==> config.mk <==
export PLATFORM = sky130hd
export DESIGN_NAME = mult_result_collector
export DESIGN_NICKNAME = d
export VERILOG_FILES = /design/src/rtl/mult_pkg.sv /design/src/rtl/mult_fifo.sv /design/src/rtl/mult_result_collector.sv
export SDC_FILE = /design/constraint.sdc
export NUM_CORES = 1
export LEC_CHECK = 0
export CAP_MARGIN = 25
export CELL_PAD_IN_SITES_DETAIL_PLACEMENT = 1
export CELL_PAD_IN_SITES_GLOBAL_PLACEMENT = 2
export CORE_MARGIN = 1
export CORE_UTILIZATION = 41
export CTS_CLUSTER_SIZE = 10
export DETAILED_ROUTE_END_ITERATION = 6
export PLACE_DENSITY = 0.92
export SYNTH_ARGS = -nofsm -noshare
export SYNTH_HDL_FRONTEND = slang
export SYNTH_SLANG_ARGS = --single-unit
==> constraint.sdc <==
create_clock -name clk -period 4.7 [get_ports clk]
set_clock_uncertainty 0.2 [all_clocks]
set_input_delay 0.47 -clock clk [delete_from_list [all_inputs] [get_ports clk]]
set_output_delay 0.47 -clock clk [all_outputs]
set_load 0.005 [all_outputs]
==> src/rtl/mult_pkg.sv <==
// Shared types and default sizing for the Robertson multiplier and its result collector.
// Latency: n/a (package only).
// Backpressure: n/a (package only).
package mult_pkg;

   // Width of the signed product produced by the multiplier.
   localparam int PROD_W = 16;

   // Default collector sizing, shared with the multiplier top level and the bench.
   localparam int DEF_DEPTH = 4;
   localparam int DEF_ACC_W = 20;

   typedef logic signed [PROD_W-1:0] prod_t;

endpackage : mult_pkg

==> src/rtl/mult_fifo.sv <==
// Small synchronous show-ahead FIFO of signed products with a synchronous flush.
// Latency: a push is visible on dout one cycle later; a pop exposes the next entry one cycle later.
// Backpressure: push while full is ignored unless a pop happens in the same cycle; pop while empty is ignored.
//
// Ports:
//   clk, rst_n       clock, asynchronous active-low reset
//   push, din        write din at the clock edge
//   pop              retire the head entry at the clock edge
//   flush            synchronous empty (pointers and count to zero), wins over push/pop
//   dout             head entry, zero when empty
//   count            current occupancy, 0..DEPTH
module mult_fifo
   import mult_pkg::*;
#(
   parameter int DEPTH = DEF_DEPTH
) (
   input  logic                     clk,
   input  logic                     rst_n,
   input  logic                     push,
   input  prod_t                    din,
   input  logic                     pop,
   input  logic                     flush,
   output prod_t                    dout,
   output logic [$clog2(DEPTH):0]   count
);

   localparam int AW = $clog2(DEPTH);
   localparam int CW = AW + 1;

   localparam logic [CW-1:0] CNT_ONE  = CW'(1);
   localparam logic [CW-1:0] CNT_FULL = CW'(DEPTH);
   localparam logic [AW-1:0] PTR_ONE  = AW'(1);

   prod_t          mem_q [DEPTH];
   prod_t          mem_d [DEPTH];
   logic [AW-1:0]  wr_ptr_q, wr_ptr_d;
   logic [AW-1:0]  rd_ptr_q, rd_ptr_d;
   logic [CW-1:0]  count_q,  count_d;

   logic           empty;
   logic           full;
   logic           do_pop;
   logic           do_push;

   assign empty = (count_q == '0);
   assign full  = (count_q == CNT_FULL);

   // A pop frees the slot the push would need, so a full FIFO still accepts
   // a push when it is popped in the same cycle. When full, wr_ptr == rd_ptr:
   // the head is read combinationally before the edge overwrites that slot.
   assign do_pop  = pop & ~empty;
   assign do_push = push & (~full | do_pop);

   always_comb begin
      mem_d    = mem_q;
      wr_ptr_d = wr_ptr_q;
      rd_ptr_d = rd_ptr_q;
      count_d  = count_q;

      if (flush) begin
         wr_ptr_d = '0;
         rd_ptr_d = '0;
         count_d  = '0;
      end else begin
         if (do_push) begin
            mem_d[wr_ptr_q] = din;
            wr_ptr_d        = wr_ptr_q + PTR_ONE;
         end
         if (do_pop) begin
            rd_ptr_d = rd_ptr_q + PTR_ONE;
         end
         case ({do_push, do_pop})
            2'b10:   count_d = count_q + CNT_ONE;
            2'b01:   count_d = count_q - CNT_ONE;
            default: count_d = count_q;
         endcase
      end
   end

   always_ff @(posedge clk or negedge rst_n) begin
      if (!rst_n) begin
         mem_q    <= '{default: '0};
         wr_ptr_q <= '0;
         rd_ptr_q <= '0;
         count_q  <= '0;
      end else begin
         mem_q    <= mem_d;
         wr_ptr_q <= wr_ptr_d;
         rd_ptr_q <= rd_ptr_d;
         count_q  <= count_d;
      end
   end

   // Head is forced to zero when empty so stale entries never leak out.
   assign dout  = empty ? '0 : mem_q[rd_ptr_q];
   assign count = count_q;

endmodule : mult_fifo

==> src/rtl/mult_result_collector.sv <==
// Captures each completed multiplier product once, queues it for a consumer and keeps a saturating running sum.
// Latency: a captured product appears on out_data/out_valid one cycle after the capturing edge.
// Backpressure: out_ready gates pops; a capture into a full, un-popped FIFO is dropped and flagged on ovf.
//
// Ports:
//   clk, reset                     clock, asynchronous active-low reset
//   product, done                  multiplier result and its level completion flag
//   clr                            synchronous clear of FIFO, accumulator and sticky flags
//   out_data, out_valid, out_ready head of FIFO with valid/ready handshake
//   acc, acc_sat                   saturating signed sum of captures, sticky clamp flag
//   ovf                            sticky: a capture was dropped on a full FIFO
//   count                          FIFO occupancy
module mult_result_collector
   import mult_pkg::*;
#(
   parameter int DEPTH = DEF_DEPTH,
   parameter int ACC_W = DEF_ACC_W
) (
   input  logic                       clk,
   input  logic                       reset,
   input  prod_t                      product,
   input  logic                       done,
   input  logic                       clr,
   output prod_t                      out_data,
   output logic                       out_valid,
   input  logic                       out_ready,
   output logic signed [ACC_W-1:0]    acc,
   output logic                       acc_sat,
   output logic                       ovf,
   output logic [$clog2(DEPTH):0]     count
);

   localparam int CW = $clog2(DEPTH) + 1;

   localparam logic [CW-1:0] CNT_FULL = CW'(DEPTH);

   // Clamp limits, expressed at the widened sum width and at the accumulator width.
   localparam logic signed [ACC_W:0]   SUM_MAX = {2'b00, {(ACC_W-1){1'b1}}};
   localparam logic signed [ACC_W:0]   SUM_MIN = {2'b11, {(ACC_W-1){1'b0}}};
   localparam logic signed [ACC_W-1:0] ACC_MAX = {1'b0, {(ACC_W-1){1'b1}}};
   localparam logic signed [ACC_W-1:0] ACC_MIN = {1'b1, {(ACC_W-1){1'b0}}};

   logic                     done_q,    done_d;
   logic signed [ACC_W-1:0]  acc_q,     acc_d;
   logic                     acc_sat_q, acc_sat_d;
   logic                     ovf_q,     ovf_d;

   logic                     cap;
   logic                     pop;
   logic                     push;
   logic                     drop;
   logic                     fifo_full;
   logic signed [ACC_W:0]    sum;
   prod_t                    fifo_dout;
   logic [CW-1:0]            fifo_count;

   // done is a level that stays high until the next multiply starts, so only
   // its rising edge is a new result. done_q resets high so a done already
   // asserted when reset releases is treated as old and not captured.
   assign done_d = done;
   assign cap    = done & ~done_q;

   assign out_valid = (fifo_count != '0);
   assign fifo_full = (fifo_count == CNT_FULL);
   assign pop       = out_valid & out_ready;

   // clr discards the capture, but done_q above still tracks done, so the
   // edge is consumed and does not resurface after clr drops.
   assign push = cap & ~clr & (~fifo_full | pop);
   assign drop = cap & ~clr & fifo_full & ~pop;

   // One spare bit of headroom makes overflow of a single add detectable.
   assign sum = (ACC_W+1)'(acc_q) + (ACC_W+1)'(product);

   always_comb begin
      acc_d     = acc_q;
      acc_sat_d = acc_sat_q;
      ovf_d     = ovf_q;

      if (clr) begin
         acc_d     = '0;
         acc_sat_d = 1'b0;
         ovf_d     = 1'b0;
      end else begin
         // Dropped captures still count toward the running sum.
         if (cap) begin
            if (sum > SUM_MAX) begin
               acc_d     = ACC_MAX;
               acc_sat_d = 1'b1;
            end else if (sum < SUM_MIN) begin
               acc_d     = ACC_MIN;
               acc_sat_d = 1'b1;
            end else begin
               acc_d     = sum[ACC_W-1:0];
            end
         end
         if (drop) begin
            ovf_d = 1'b1;
         end
      end
   end

   always_ff @(posedge clk or negedge reset) begin
      if (!reset) begin
         done_q    <= 1'b1;
         acc_q     <= '0;
         acc_sat_q <= 1'b0;
         ovf_q     <= 1'b0;
      end else begin
         done_q    <= done_d;
         acc_q     <= acc_d;
         acc_sat_q <= acc_sat_d;
         ovf_q     <= ovf_d;
      end
   end

   mult_fifo #(
      .DEPTH (DEPTH)
   ) u_fifo (
      .clk   (clk),
      .rst_n (reset),
      .push  (push),
      .din   (product),
      .pop   (pop),
      .flush (clr),
      .dout  (fifo_dout),
      .count (fifo_count)
   );

   assign out_data = fifo_dout;
   assign count    = fifo_count;
   assign acc      = acc_q;
   assign acc_sat  = acc_sat_q;
   assign ovf      = ovf_q;

endmodule : mult_result_collector

==> results.toml <==
[cells_and_area]
diodes = 0
syn2layout_area_growth_pct = 18.88
stdcell_count = 717
final_common_cell = "dfrtp_1"
layout_common_cells = "93 x dfrtp_1, 61 x clkdlybuf4s50_1, 60 x mux2_2"
drive_gt1_share_pct = 21.65
final.fill_count = 1401
nets = 587

[timing]
tightest_slew_ps = 1001
period_minus_slack_ps = 3692
fmax_mhz = 270.9
setup_viol = 0
hold_viol = 0
rsz0062_at_grt = "false"
setup_tns_ps = 0
fin_crit_sh_pct = 78.55
maxSlewViolCount = 0
relSlewSlack_pct = 33.08

[setup_path]
worstPathRequired_ps = 4760
reg2reg_slack_ps = 1270
crit_type = "in2reg"
cp_cell_sequence = "clkdlybuf4s50_1, ha_1, inv_1, fa_1, nand2b_1, a21o_1, a311oi_2, nor2_2, a21boi_1, or3_1, o211ai_1"
worstReg2RegStart = "acc[1]$_DFFE_PN0P_"
reg2reg_to = "acc[15]$_DFFE_PN0P_"
crit_arrival_ps = 3750
cp-startpoint = "product[0]"
worstRegToRegCells = 9
cp-start-kind = "input port"
end_kind = "flop"
crit_fanout = 17
cp_slowest_stage_delay_ps = 700
slowest_stage = "or3_1"

[global_routing]
first_global_vias = 4506
grt.total_usage_pct = 22.64
grt_overflow = 0
grt_pass1_wl_mm = 24.40
antenna_found_initial = 1
grt_max_degree = 64

[logic_synthesis]
netlist_instances = 486
synth_seq_area_share_pct = 42.83
ys_ff_latch = 94
synth-edff-count = 0
yosys_warnings = 0
synthArstFlopShare_pct = 100.0
synth.distinct_cells = 64
syn_area_per_cell_um2 = 11.31
synth_area_mm2 = 0.005495
ys.flop_type = "dfrtp_1"
synth_nets = 533

[place]
io_buffer_count = 62
gp_congestion = 0.8839
dpl.hpwl_mm = 10.54
dp.cells = 701

[route]
via_count = 4054
drc = 0
wl_per_cell_um = 20.27
drt_iter0_drc = 184
first_pass_iters = 4
drt-total-wl_mm = 14.53
detail-route-antenna-nets = 0
avgViaCountPerCell = 5.654

[floorplanning]
num_rows = 41
io_pins = 63
dieWidth_um = 117.8
die_area_mm2 = 0.01387
die_h_um = 117.8
coreArea_mm2 = 0.01282
initial_core_util_pct = 42.85

[clocking]
cts-root-buf = "clkbuf_16"
path_clk_slew_ps = 70
h-tree-depth = 3
cts-resized-gates = 0
cts_tree = "yes"
cts_buffers = 9
clk_path_buf_depth = 2
clk_latency_ps = 350
cts-hold-fix-buffers = 0
cts_setup_buffers = 0
cts.sinks = 94

[power_and_ir_drop]
p_total_uw = 2714
ir_worst_vdd_uv = 176.3
p_leak_uw = 0.002888
p_per_area_mw_per_mm2 = 415.5

[min_path]
hold_class = "in2async"

[outcome]
outcome = "completed"

[flow_run]
drv_cap = 0
through the flow:
| step | hold WS (ps) | util (%) | setup WS [ps] | area (um^2) |
|---|---|---|---|---|
| after floorplan | -25.59 | - | 1716 | 5495 |
| after global placement | 261.7 | 48.60 | 746.6 | 6232 |
| after detailed placement | 276.0 | 48.60 | 626.6 | 6232 |
| after CTS | 38.17 | 50.94 | 988.8 | 6533 |
| after global routing | 83.86 | 50.94 | 701.8 | 6533 |
| final | 7.634 | 50.94 | 1008 | 6533 |
state kept, by name, indices dropped and copies added (netlist names):
register and flops:
ovf 1, u_fifo.count 3, u_fifo.rd_ptr_q 2, acc_sat 1, acc 20, done_q 1, u_fifo.mem_q 64, u_fifo.wr_ptr_q 2
cells by family (layout without fill, tap and decap cells):
family / after synthesis / count (layout) / synth area share, %
mux: 77 / 77 / 19.03
xor+xnor: 14 / 14 / 2.231
simple gates: 126 / 126 / 11.32
flops: 94 / 94 / 42.83
fa+ha+maj: 26 / 26 / 6.193
compound gates: 112 / 112 / 15.07
buf+inv: 37 / 96 / 3.324
synth_stat cells, drive strengths merged (3+ instances only):
cell type,instances,area [um^2]
nand2b,3,18.77
nor3,7,35.03
o211ai,19,187.7
inv,13,48.80
a21o,10,75.07
xor2,10,87.58
nor4,3,18.77
or3,7,43.79
clkbuf,13,50.04
ha,24,300.3
and2,19,118.9
nor2,25,96.35
a211oi,4,30.03
o21a,4,30.03
nand2,36,135.1
or2,3,18.77
o22ai,3,18.77
a31oi,6,37.54
o21ai,19,110.1
a21boi,3,22.52
xnor2,4,35.03
mux4,16,360.4
a21oi,24,120.1
nand3,12,60.06
buf,11,83.83
and3,3,18.77
dfrtp,93,2327
nor2b,3,18.77
mux2,60,675.7
area by class of cell:
| class | count | area, um^2 | share of cell area, % |
|---|---|---|---|
| clock buffer | 11 | 242.7 | 3.716 |
| timing repair buffer | 67 | 655.6 | 10.04 |
| inverter | 13 | 48.80 | 0.7470 |
| multi-input combinational | 355 | 2959 | 45.30 |
| sequential | 94 | 2354 | 36.03 |
| clock inverter | 5 | 57.56 | 0.8811 |
| tap | 172 | 215.2 | 3.294 |
layer usage:
| layer | GRT usage, % | share of wire, % | vias to the layer above | wire length [um] |
|---|---|---|---|---|
| met5 | 0 | 0.089 | - | 13 |
| met4 | 8.574 | 1.5 | 2 | 223 |
| met3 | 3.440 | 3.5 | 18 | 506 |
| met2 | 38.64 | 51 | 67 | 7391 |
| met1 | 28.88 | 44 | 2060 | 6398 |
| li1 | - | - | 1907 | - |
power by group:
part	total, uW	internal, uW	switching, uW
logic	908	487	421
clock network	746	428	318
registers	1060	949	110
worst max-delay path by stage:
stage                                     end  depth (start not counted)
after global placement     acc[5]$_DFFE_PN0P_                         11
after CTS                 acc[10]$_DFFE_PN0P_                         11
after global routing       acc[7]$_DFFE_PN0P_                          9
after floorplan           acc[11]$_DFFE_PN0P_                         12
after detailed placement  acc[10]$_DFFE_PN0P_                         11
final                      acc[5]$_DFFE_PN0P_                         11
critical path, delay by kind of cell:
| kind | cells | cell delay [ps] |
|---|---|---|
| compound gates | 4 | 990 |
| buf+inv | 2 | 640 |
| fa+ha+maj | 2 | 620 |
| simple gates | 3 | 1020 |
Note: power is estimated with default switching activity, not from simulation.
